## src/rtl/tinyfpga_cfg_loader.sv

```systemverilog
`default_nettype none
// ============================================================================
// Module      : tinyfpga_cfg_loader
// Description : Bitstream loader for the tinyfpga LUT fabric. Receives framed
//               bytes (SYNC, N, N x {lo,hi}, checksum), writes N LUT4 truth
//               tables to the fabric config store in address order and enables
//               the fabric only after a checksum-valid frame.
// Revision    : 1.0 - initial release
// ============================================================================
module tinyfpga_cfg_loader #(
  parameter int          NUM_LUTS  = 16,
  parameter int          ADDR_W    = 4,
  parameter logic [7:0]  SYNC_BYTE = 8'hA5
) (
  input  logic              clk,
  input  logic              rst_n,
  input  logic              in_valid,
  input  logic [7:0]        in_data,
  output logic              in_ready,
  output logic              wr_valid,
  output logic [ADDR_W-1:0] wr_addr,
  output logic [15:0]       wr_data,
  input  logic              wr_ready,
  output logic              fabric_en,
  output logic              cfg_err,
  output logic              busy
);

  // One spare bit so that a word count equal to 2**ADDR_W still fits.
  localparam int CNT_W = ADDR_W + 1;

  localparam logic [2:0] S_IDLE  = 3'd0;
  localparam logic [2:0] S_HDR   = 3'd1;
  localparam logic [2:0] S_LO    = 3'd2;
  localparam logic [2:0] S_HI    = 3'd3;
  localparam logic [2:0] S_WR    = 3'd4;
  localparam logic [2:0] S_CHK   = 3'd5;
  localparam logic [2:0] S_DONE  = 3'd6;
  localparam logic [2:0] S_ERROR = 3'd7;

  logic [2:0]       state;
  logic [2:0]       state_nx;
  logic [CNT_W-1:0] n_words;
  logic [CNT_W-1:0] idx;
  logic [7:0]       sum;

  logic             byte_acc;
  logic             is_sync;
  logic             hdr_bad;
  logic             last_word;
  logic [7:0]       chk_total;

  assign byte_acc  = in_valid && in_ready;
  assign is_sync   = (in_data == SYNC_BYTE);
  assign hdr_bad   = (in_data == 8'd0) || (32'(in_data) > 32'(NUM_LUTS));
  assign last_word = ((idx + CNT_W'(1)) == n_words);
  assign chk_total = sum + in_data;

  // State register; reset aborts any frame in progress.
  always_ff @(posedge clk) begin
    if (!rst_n) begin
      state <= S_IDLE;
    end else begin
      state <= state_nx;
    end
  end

  // Next-state logic: frame parser. Inside a frame a sync value is plain data.
  always_comb begin
    state_nx = state;
    case (state)
      S_IDLE:  if (byte_acc && is_sync) state_nx = S_HDR;
      S_HDR:   if (byte_acc) state_nx = hdr_bad ? S_ERROR : S_LO;
      S_LO:    if (byte_acc) state_nx = S_HI;
      S_HI:    if (byte_acc) state_nx = S_WR;
      S_WR:    if (wr_ready) state_nx = last_word ? S_CHK : S_LO;
      S_CHK:   if (byte_acc) state_nx = (chk_total == 8'd0) ? S_DONE : S_ERROR;
      S_DONE:  if (byte_acc && is_sync) state_nx = S_HDR;
      S_ERROR: if (byte_acc && is_sync) state_nx = S_HDR;
      default: state_nx = S_IDLE;
    endcase
  end

  // Outputs decoded from the registered state only, so they never glitch.
  always_comb begin
    wr_valid  = 1'b0;
    in_ready  = 1'b1;
    busy      = 1'b0;
    fabric_en = 1'b0;
    cfg_err   = 1'b0;
    case (state)
      S_HDR, S_LO, S_HI, S_CHK: busy = 1'b1;
      S_WR: begin
        busy     = 1'b1;
        wr_valid = 1'b1;
        in_ready = 1'b0;
      end
      S_DONE:  fabric_en = 1'b1;
      S_ERROR: cfg_err   = 1'b1;
      default: ;
    endcase
  end

  // Datapath: word count, running checksum, word index and write payload.
  always_ff @(posedge clk) begin
    if (!rst_n) begin
      n_words <= '0;
      idx     <= '0;
      sum     <= 8'd0;
      wr_addr <= '0;
      wr_data <= 16'd0;
    end else begin
      if (byte_acc) begin
        case (state)
          S_HDR: begin
            if (!hdr_bad) begin
              n_words <= CNT_W'(in_data);
              sum     <= in_data;
              idx     <= '0;
            end
          end
          S_LO: begin
            wr_data[7:0] <= in_data;
            sum          <= sum + in_data;
          end
          S_HI: begin
            wr_data[15:8] <= in_data;
            sum           <= sum + in_data;
            wr_addr       <= idx[ADDR_W-1:0];
          end
          default: ;
        endcase
      end
      if (state == S_WR && wr_ready) begin
        idx <= idx + CNT_W'(1);
      end
    end
  end

endmodule
`default_nettype wire
```

## config.mk

```make
export PLATFORM = sky130hd
export DESIGN_NAME = tinyfpga_cfg_loader
export DESIGN_NICKNAME = d
export VERILOG_FILES = /design/src/rtl/tinyfpga_cfg_loader.sv
export SDC_FILE = /design/constraint.sdc
export NUM_CORES = 1
export LEC_CHECK = 0
export ABC_AREA = 1
export ABC_CLOCK_PERIOD_IN_PS = 2200
export CELL_PAD_IN_SITES_DETAIL_PLACEMENT = 1
export CELL_PAD_IN_SITES_GLOBAL_PLACEMENT = 2
export CORE_ASPECT_RATIO = 1.25
export CORE_MARGIN = 3
export CORE_UTILIZATION = 29
export DETAILED_ROUTE_END_ITERATION = 12
export PLACE_DENSITY_LB_ADDON = 0.1
export SLEW_MARGIN = 40
export SYNTH_ARGS = -nofsm -noshare
export SYNTH_HDL_FRONTEND = slang
export SYNTH_SLANG_ARGS = --single-unit
```

## constraint.sdc

```tcl
create_clock -name clk -period 2.2 [get_ports clk]
set_input_delay 0.22 -clock clk [delete_from_list [all_inputs] [get_ports clk]]
set_output_delay 0.22 -clock clk [all_outputs]
set_load 0.05 [all_outputs]
```

Word level (Yosys, flattened, before mapping)
Index checks and enable logic that the tools add are counted.
Widths: inputs -> output; s select.
- logic and storage cells: 68
- output and inout port bits: 25
- bits in registers: 41
- bitwise logic cells: 1
- mux-type cells: 21
- $add $sub $neg: 2
- reductions and logical operators: 19
- equality and inequality tests: 17
- order comparisons: 1
- operators by type and width (operator ; number):
    $mux 3 ; 8
    $mux 5 ; 4
    $pmux 3 s6 ; 1
    $logic_not 8->1 ; 2
    $pmux 8 s2 ; 1
    $eq 3x3->1 const B ; 4
    $ne 2x2->1 const B ; 6
    $reduce_and 3->1 ; 3
    $add 8x8->8 ; 1
    $eq 8x8->1 const B ; 1
    $gt 8x5->1 const B ; 1
    $mux 8 ; 1
    $eq 3x2->1 const B ; 2
    $mux 1 ; 6
    $reduce_and 6->1 ; 1
    $reduce_bool 2->1 ; 3
    $add 5x1->5 const B ; 1
    $eq 5x5->1 ; 1
    $reduce_or 5->1 ; 1
    $ne 2x1->1 const B ; 2
    $reduce_and 2->1 ; 2
    $eq 3x1->1 const B ; 1
    $logic_and 1x1->1 ; 3
    $logic_not 3->1 ; 1
    other kinds (4) ; 4

Depth between registers and ports, before layout
Gate-level depths: netlist of run 1.
- word-level depth: 6
- gate-level depth with buffers: 14
- depth with buffers taken out: 14

Worst setup path after synthesis of run 1
No wires, ideal clock.
- path type: register to register
- start point: register state[0]
- end point: register state[0]
- setup slack: 0.250 ns
- clock period less this slack: 1.950 ns
- data required time: 2.130 ns
- cell stages (with the launch flop): 10
- arrival time: 1.880 ns
- path buffers: 0
- path through: dfxtp_1 inv_1 nand3_1 inv_1 nand4_1 nand2_1 inv_1 nand2_1 nand2_1 a21oi_1
- longest elaborated chain between the ends: 6
- elaborated cells between the ends (all ways): 20
- RTL lines (what ; RTL line ; text):
    from (decl) ; 41 ; logic [2:0] state;
    from (signal assigned) ; 64 ; state <= state_nx;
    $eq 3x3->1 (*) ; 91 ; case (state)
    $mux 1 (*) ; 91 ;
    via in_ready ; 19 ; output logic in_ready,
    $logic_and 1x1->1 (*) ; 53 ; assign byte_acc = in_valid && in_ready;
    $logic_and 1x1->1 ; 72, 78, 79 ;
    $ne 2x1->1 (no source line) ; n/a ;
    $reduce_and 6->1 (no source line) (*) ; n/a ;
The timed path passes the listed nets; every way through them passes the cells marked *.
A chain may end at the register's enable or synchronous reset.

Final worst setup path of run 1
- start point: register state[2]
- end point: output fabric_en
- longest elaborated chain between the ends: 2
- RTL lines (what ; RTL line ; text):
    $eq 3x3->1 ; 91 ;
    $mux 1 ; 91 ;
    to (decl) ; 24 ; output logic fabric_en,
No other way between the ends.

==> flow_metrics.env, run 1 <==
export IMPL_outcome="completed"
export IMPL_drt_wl_total_um=7060
export IMPL_layout_cells_non_filler=485
export IMPL_start_util=0.308
export IMPL_seq_area_frac_synth=0.352
export IMPL_cp_data_required_time_ns=1.98
export IMPL_grt_max_degree=20
export IMPL_htreeDepth=2
export IMPL_synth_edf_count=0
export IMPL_setup_violations=0
export IMPL_synth_top_area_frac=0.352
export IMPL_drc=0
export IMPL_post_synth_top_count_cell="nand2_1"
export IMPL_synth_seq_cells=41
export IMPL_hold_violations=0
export IMPL_yosys_area_top_type="dfxtp_1"
export IMPL_critPathSlowestCell="clkdlybuf4s50_1"
export IMPL_fmaxAchievable_mhz=480
export IMPL_die_x_um=86.2
export IMPL_worstPathCellList="inv_1 -> nor3_1 -> clkdlybuf4s50_1"
export IMPL_p_leak_nw=1.30
export IMPL_whs_ns=0.464
export IMPL_cts_path_max_buffers=2
export IMPL_powerDensity_mw_per_mm2=1060
export IMPL_num_antenna_cells=0
export IMPL_synth_ff_type="dfxtp_1"
export IMPL_track_usage=0.166
export IMPL_netSwitchingFraction=0.434
export IMPL_clkPwrFrac=0.238
export IMPL_crit_path_start_kind="flop"
export IMPL_grt_pass1_vias=2396
export IMPL_p_int_w=0.00179
export IMPL_synth_async_sr_flop_share=0
export IMPL_critPathKind="flop to output pin"
export IMPL_mappedNetlistNets=366
export IMPL_cts_root_buf="clkbuf_8"
export IMPL_end_kind="output pin"
export IMPL_clkTransAtPathRegs_ns=0.09
export IMPL_ys_types=30
export IMPL_path_max_fanout=5
export IMPL_crit_family="buffers and inverters"
export IMPL_finClkSkew_ns=0.00688
export IMPL_yosysWarningCount=0
export IMPL_fp_coreArea_mm2=0.00758
export IMPL_clkSinkCount=41
export IMPL_p_seq_frac=0.295
export IMPL_layout_drive_gt1_share=0.109
export IMPL_num_nets_final=413
export IMPL_comb_power_share=0.467
export IMPL_portBuffers=36
export IMPL_p_sw_w=0.00137
export IMPL_ys_top_cells_by_area="dfxtp_1 (35%), nand2_1 (14%), a21oi_1 (9.7%)"
export IMPL_ir_drop_mv=0.334
export IMPL_setup_tns_ns=0
export IMPL_placed_cells=477
export IMPL_rows=35
export IMPL_drv_cap=0
export IMPL_syn_cell_area_mm2=0.00233
export IMPL_path_buf_inv=2
export IMPL_ant_nets=0
export IMPL_clk_latency_ns=0.30
export IMPL_grt_pass1_wl_um=12000
export IMPL_place_worst_setup_slack_ns=-0.0655
export IMPL_syn_to_final_growth_pct=28.2
export IMPL_die_area_mm2=0.00916
export IMPL_io_pins=37
export IMPL_wl_per_cell_um=14.6
export IMPL_worst_slack_ns=0.115
export IMPL_holdCritPathClass="flop to flop"
export IMPL_synth_commonest_cells="nand2_1 (87), a21oi_1 (45), inv_1 (44)"
export IMPL_n_fill_cell=949
export IMPL_gp_congestion=0.769
export IMPL_routed_via_density=4.82
export IMPL_slew_headroom=0.657
export IMPL_first_pass_iters=3
export IMPL_die_h_um=106
export IMPL_min_period_ns=2.09
export IMPL_cts_hold_buf=0
export IMPL_cts_buffers_inserted=5
export IMPL_drv_slew=0
export IMPL_grt_ovfl_total=0
export IMPL_worst_pin_slew_ns=0.514
export IMPL_dp_hpwl_um=5620
export IMPL_worstPathArrival_ns=1.87
export IMPL_utilization=0.394
export IMPL_grt_antenna_before_repair=0
export IMPL_rsz0062_at_grt="false"
export IMPL_initialDrtViolationCount=51
export IMPL_netlist_instances=345
export IMPL_post_route_period_util=0.948
export IMPL_syn_area_per_cell_um2=6.76
export IMPL_max_stage_delay_ns=0.82
export IMPL_num_vias=2340
export IMPL_cts_tree="built"
## repair_timing
item,4_1_cts,5_1_grt
gates resized for setup,0,1
endpoints found under the setup margin,0,1
buffers inserted,0,0
## state kept, by name (all words and copies together) (netlist names)
register  flops
wr_data      16
state         3
sum           8
idx           5
wr_addr       4
n_words       5
## power by group through the flow
| stage | combinational (W) | sequential, W | clock (W) |
|---|---|---|---|
| global placement | 0.00149 | 0.000954 | 0 |
| finish | 0.00148 | 0.000935 | 0.000754 |
| global route | 0.00168 | 0.000951 | 0.000811 |
| floorplan | 0.000983 | 0.00104 | 0 |
| detailed placement | 0.00150 | 0.000954 | 0 |
| CTS | 0.00151 | 0.000938 | 0.000776 |
## metal layers
metal / part of all wire / up-vias / global-route usage
met2: 0.52 / 22 / 0.298
li1: - / 1210 / -
met4: 0.022 / 0 / 0.0557
met3: 0.019 / 10 / 0.0287
met5: 0 / - / 0
met1: 0.44 / 1098 / 0.197
## worst min-delay path: stages, from the launching register on
cell and delay [ns]:
dfxtp_1 0.33, inv_1 0.05, a21oi_1 0.05
## metrics by stage
| step | area [µm²] | power (W) |
|---|---|---|
| finish | 2990 | 0.00317 |
| global route | 2990 | 0.00344 |
| CTS | 2990 | 0.00322 |
| detailed placement | 2850 | 0.00245 |
| global placement | 2850 | 0.00244 |
| floorplan | 2330 | 0.00202 |
## layout by cell type (no fill, tap or decap), types with 4 or more instances in the layout
cell             instances
nand3_1                 30
nor2_2                   4
clkdlybuf4s50_1         33
dfxtp_1                 41
buf_4                   18
nand2_1                 87
ha_1                     8
o21ai_1                  5
o21ai_0                 18
clkbuf_8                 5
nand4_1                  7
nor2_1                  21
inv_1                   44
a21oi_1                 45
## layout make-up
cell class / instances / area (µm²) / area share
inverters: 47 / 176 / 0.0590
clock buffers: 5 / 68.8 / 0.0230
flip-flops and latches: 41 / 821 / 0.275
well taps: 92 / 115 / 0.0385
repair buffers: 52 / 478 / 0.160
multi-input cells: 245 / 1260 / 0.422
clock inverters: 3 / 68.8 / 0.0230
## worst paths after layout
| path | start | endpoint | slack, ns | cells after the start |
|---|---|---|---|---|
| worst max-delay path | state[2] | fabric_en | 0.11 | 3 |
| worst min-delay path | sum[0] | sum[0] | 0.46 | 2 |
| worst max register to register | sum[0] | state[0] | 0.31 | 14 |
| worst min register to register | sum[0] | sum[0] | 0.46 | 2 |
## cell families after synthesis
group | share of synthesized area
AOI/OAI and AO/OA | 0.167
xor gates and xnor gates | 0.00752
adders and majority gates | 0.0515
buffers and inverters | 0.107
DFF | 0.352
and+or+nand+nor | 0.315
Power figures use the tool's default switching activity.
==> run 2, diff against run 1 <==
TNS_END_PERCENT = 1   (was unset)
==> results of run 2 <==
Final layout, timing and power as in run 1 (identical DEF).
==> run 3, diff against run 2 <==
==> constraint.sdc (replaced) <==
create_clock -name clk -period 2.2 [get_ports clk]
set_input_delay 0.55 -clock clk [delete_from_list [all_inputs] [get_ports clk]]
set_output_delay 0.55 -clock clk [all_outputs]
set_load 0.05 [all_outputs]
==> run 3 against run 2 <==
Compared with the run above: final cell count is 4.9% higher; critical path type unchanged; routed wire length is 7.2% higher; largest power group unchanged; via count is 5.6% higher; largest cell class unchanged; clock-buffer cell count stayed put; clock power is 16% lower; cell area is 8.4% higher; highest routed layer unchanged; sequential power is 0.9% higher; first-iteration DRC count is 59% higher; fmax is 2.0% higher; critical path depth is 2 lower.
==> flow_metrics.env, run 3 (synthesis results as in run 1) <==
export IMPL_layout_drive_gt1_share=0.185
export IMPL_post_route_period_util=0.929
export IMPL_cts_buffers_inserted=5
export IMPL_rsz0062_at_grt="false"
export IMPL_grt_ovfl_total=0
export IMPL_drv_cap=0
export IMPL_critPathKind="flop to output pin"
export IMPL_clk_latency_ns=0.30
export IMPL_holdCritPathClass="flop to flop"
export IMPL_top_regs="wr_data x16, sum x8"
export IMPL_grt_antenna_before_repair=0
export IMPL_initialDrtViolationCount=81
export IMPL_place_worst_setup_slack_ns=-0.403
export IMPL_cp_data_required_time_ns=1.65
export IMPL_end_kind="output pin"
export IMPL_dp_hpwl_um=5950
export IMPL_rr_endpoint="state[0]"
export IMPL_worstPathCellList="clkdlybuf4s50_1"
export IMPL_path_max_fanout=2
export IMPL_min_period_ns=2.04
export IMPL_finClkSkew_ns=0.00369
export IMPL_outcome="completed"
export IMPL_ant_nets=0
export IMPL_ir_drop_mv=0.469
export IMPL_wl_per_cell_um=14.9
export IMPL_rows=35
export IMPL_cts_hold_buf=0
export IMPL_num_nets_final=437
export IMPL_worst_pin_slew_ns=0.521
export IMPL_grt_pass1_vias=2590
export IMPL_die_area_mm2=0.00916
export IMPL_slew_headroom=0.652
export IMPL_num_vias=2472
export IMPL_fmaxAchievable_mhz=489
export IMPL_final_common_cell="nand2_1"
export IMPL_crit_family="buffers and inverters"
export IMPL_fin_area_mm2=0.00324
export IMPL_n_fill_cell=982
export IMPL_drt_wl_total_um=7570
export IMPL_placed_area_mm2=0.00307
export IMPL_fp_coreArea_mm2=0.00758
export IMPL_crit_path_end="wr_data[6]"
export IMPL_cp_depth=1
export IMPL_drc=0
export IMPL_startpoint="wr_data[6]"
export IMPL_r2r_setup_slack_ns=0.38
export IMPL_power_w=0.00332
export IMPL_r2r_start="sum[0]"
export IMPL_routed_via_density=4.86
export IMPL_worst_slack_ns=0.156
export IMPL_cts_root_buf="clkbuf_8"
export IMPL_track_usage=0.177
export IMPL_regMostFlops="wr_data"
export IMPL_layout_common_cells="nand2_1 (87), inv_1 (44), a21oi_1 (43)"
export IMPL_first_pass_iters=4
export IMPL_gp_congestion=0.856
export IMPL_largest_register_ffs=16
export IMPL_grt_pass1_wl_um=12800
export IMPL_portBuffers=36
export IMPL_worstPathArrival_ns=1.49
export IMPL_die_h_um=106
export IMPL_cts_path_max_buffers=2
export IMPL_powerDensity_mw_per_mm2=1030
export IMPL_io_pins=37
export IMPL_grt_max_degree=18
export IMPL_path_buf_inv=1
export IMPL_max_stage_delay_ns=0.82
export IMPL_r2r_cells=14
export IMPL_clkTransAtPathRegs_ns=0.08
export IMPL_syn_to_final_growth_pct=38.9
export IMPL_htreeDepth=2
export IMPL_crit_path_start_kind="flop"
export IMPL_critPathSlowestCell="clkdlybuf4s50_1"
export IMPL_clkSinkCount=41
export IMPL_num_antenna_cells=0
export IMPL_die_x_um=86.2
export IMPL_hold_violations=0
export IMPL_drv_slew=0
export IMPL_setup_violations=0
export IMPL_cts_tree="built"
export IMPL_p_leak_nw=1.44
export IMPL_start_util=0.308
-- run 3: where the power goes --
group          leakage [nW]  switching (W)  internal, W
Sequential            0.331      0.0000942     0.000849
Clock                0.0543       0.000295     0.000340
Combinational          1.05        0.00106     0.000680
-- run 3: cell type report --
class / instances / area (µm²) / area share
Sequential cell: 41 / 821 / 0.253
Clock buffer: 5 / 68.8 / 0.0213
Clock inverter: 3 / 46.3 / 0.0143
Timing Repair Buffer: 76 / 721 / 0.223
Tap cell: 92 / 115 / 0.0355
Inverter: 47 / 176 / 0.0545
Multi-Input combinational cell: 245 / 1290 / 0.398
-- run 3: through the flow --
step	setup TNS (ns)	utilization	hold slack [ns]	instances
2_1_floorplan	0	-	0.427	345
3_3_place_gp	-2.77	0.405	0.450	499
3_5_place_dp	-3.54	0.405	0.458	499
4_1_cts	0	0.422	0.472	508
5_1_grt	0	0.427	0.500	509
6_report	0	0.427	0.470	509
-- run 3: timing repair --
action,CTS,global route
gates resized for setup,3,8
buffers inserted,1,1
setup endpoints to repair,1,10
pin swaps,1,2
-- run 3: worst min path at each step --
stage	startpoint	end	cells past startpoint
floorplan	sum[0]	sum[0]	2
global placement	sum[2]	sum[2]	2
detailed placement	wr_data[10]	wr_data[10]	2
CTS	wr_data[14]	wr_data[14]	2
global route	wr_addr[1]	wr_addr[1]	2
finish	wr_data[14]	wr_data[14]	2
-- run 3: routing by layer --
layer | vias up | GRT usage | part of all wire
li1 | 1260 | - | -
met1 | 1182 | 0.204 | 0.42
met2 | 22 | 0.330 | 0.54
met3 | 8 | 0.0264 | 0.022
met4 | 0 | 0.0535 | 0.014
met5 | - | 0 | 0
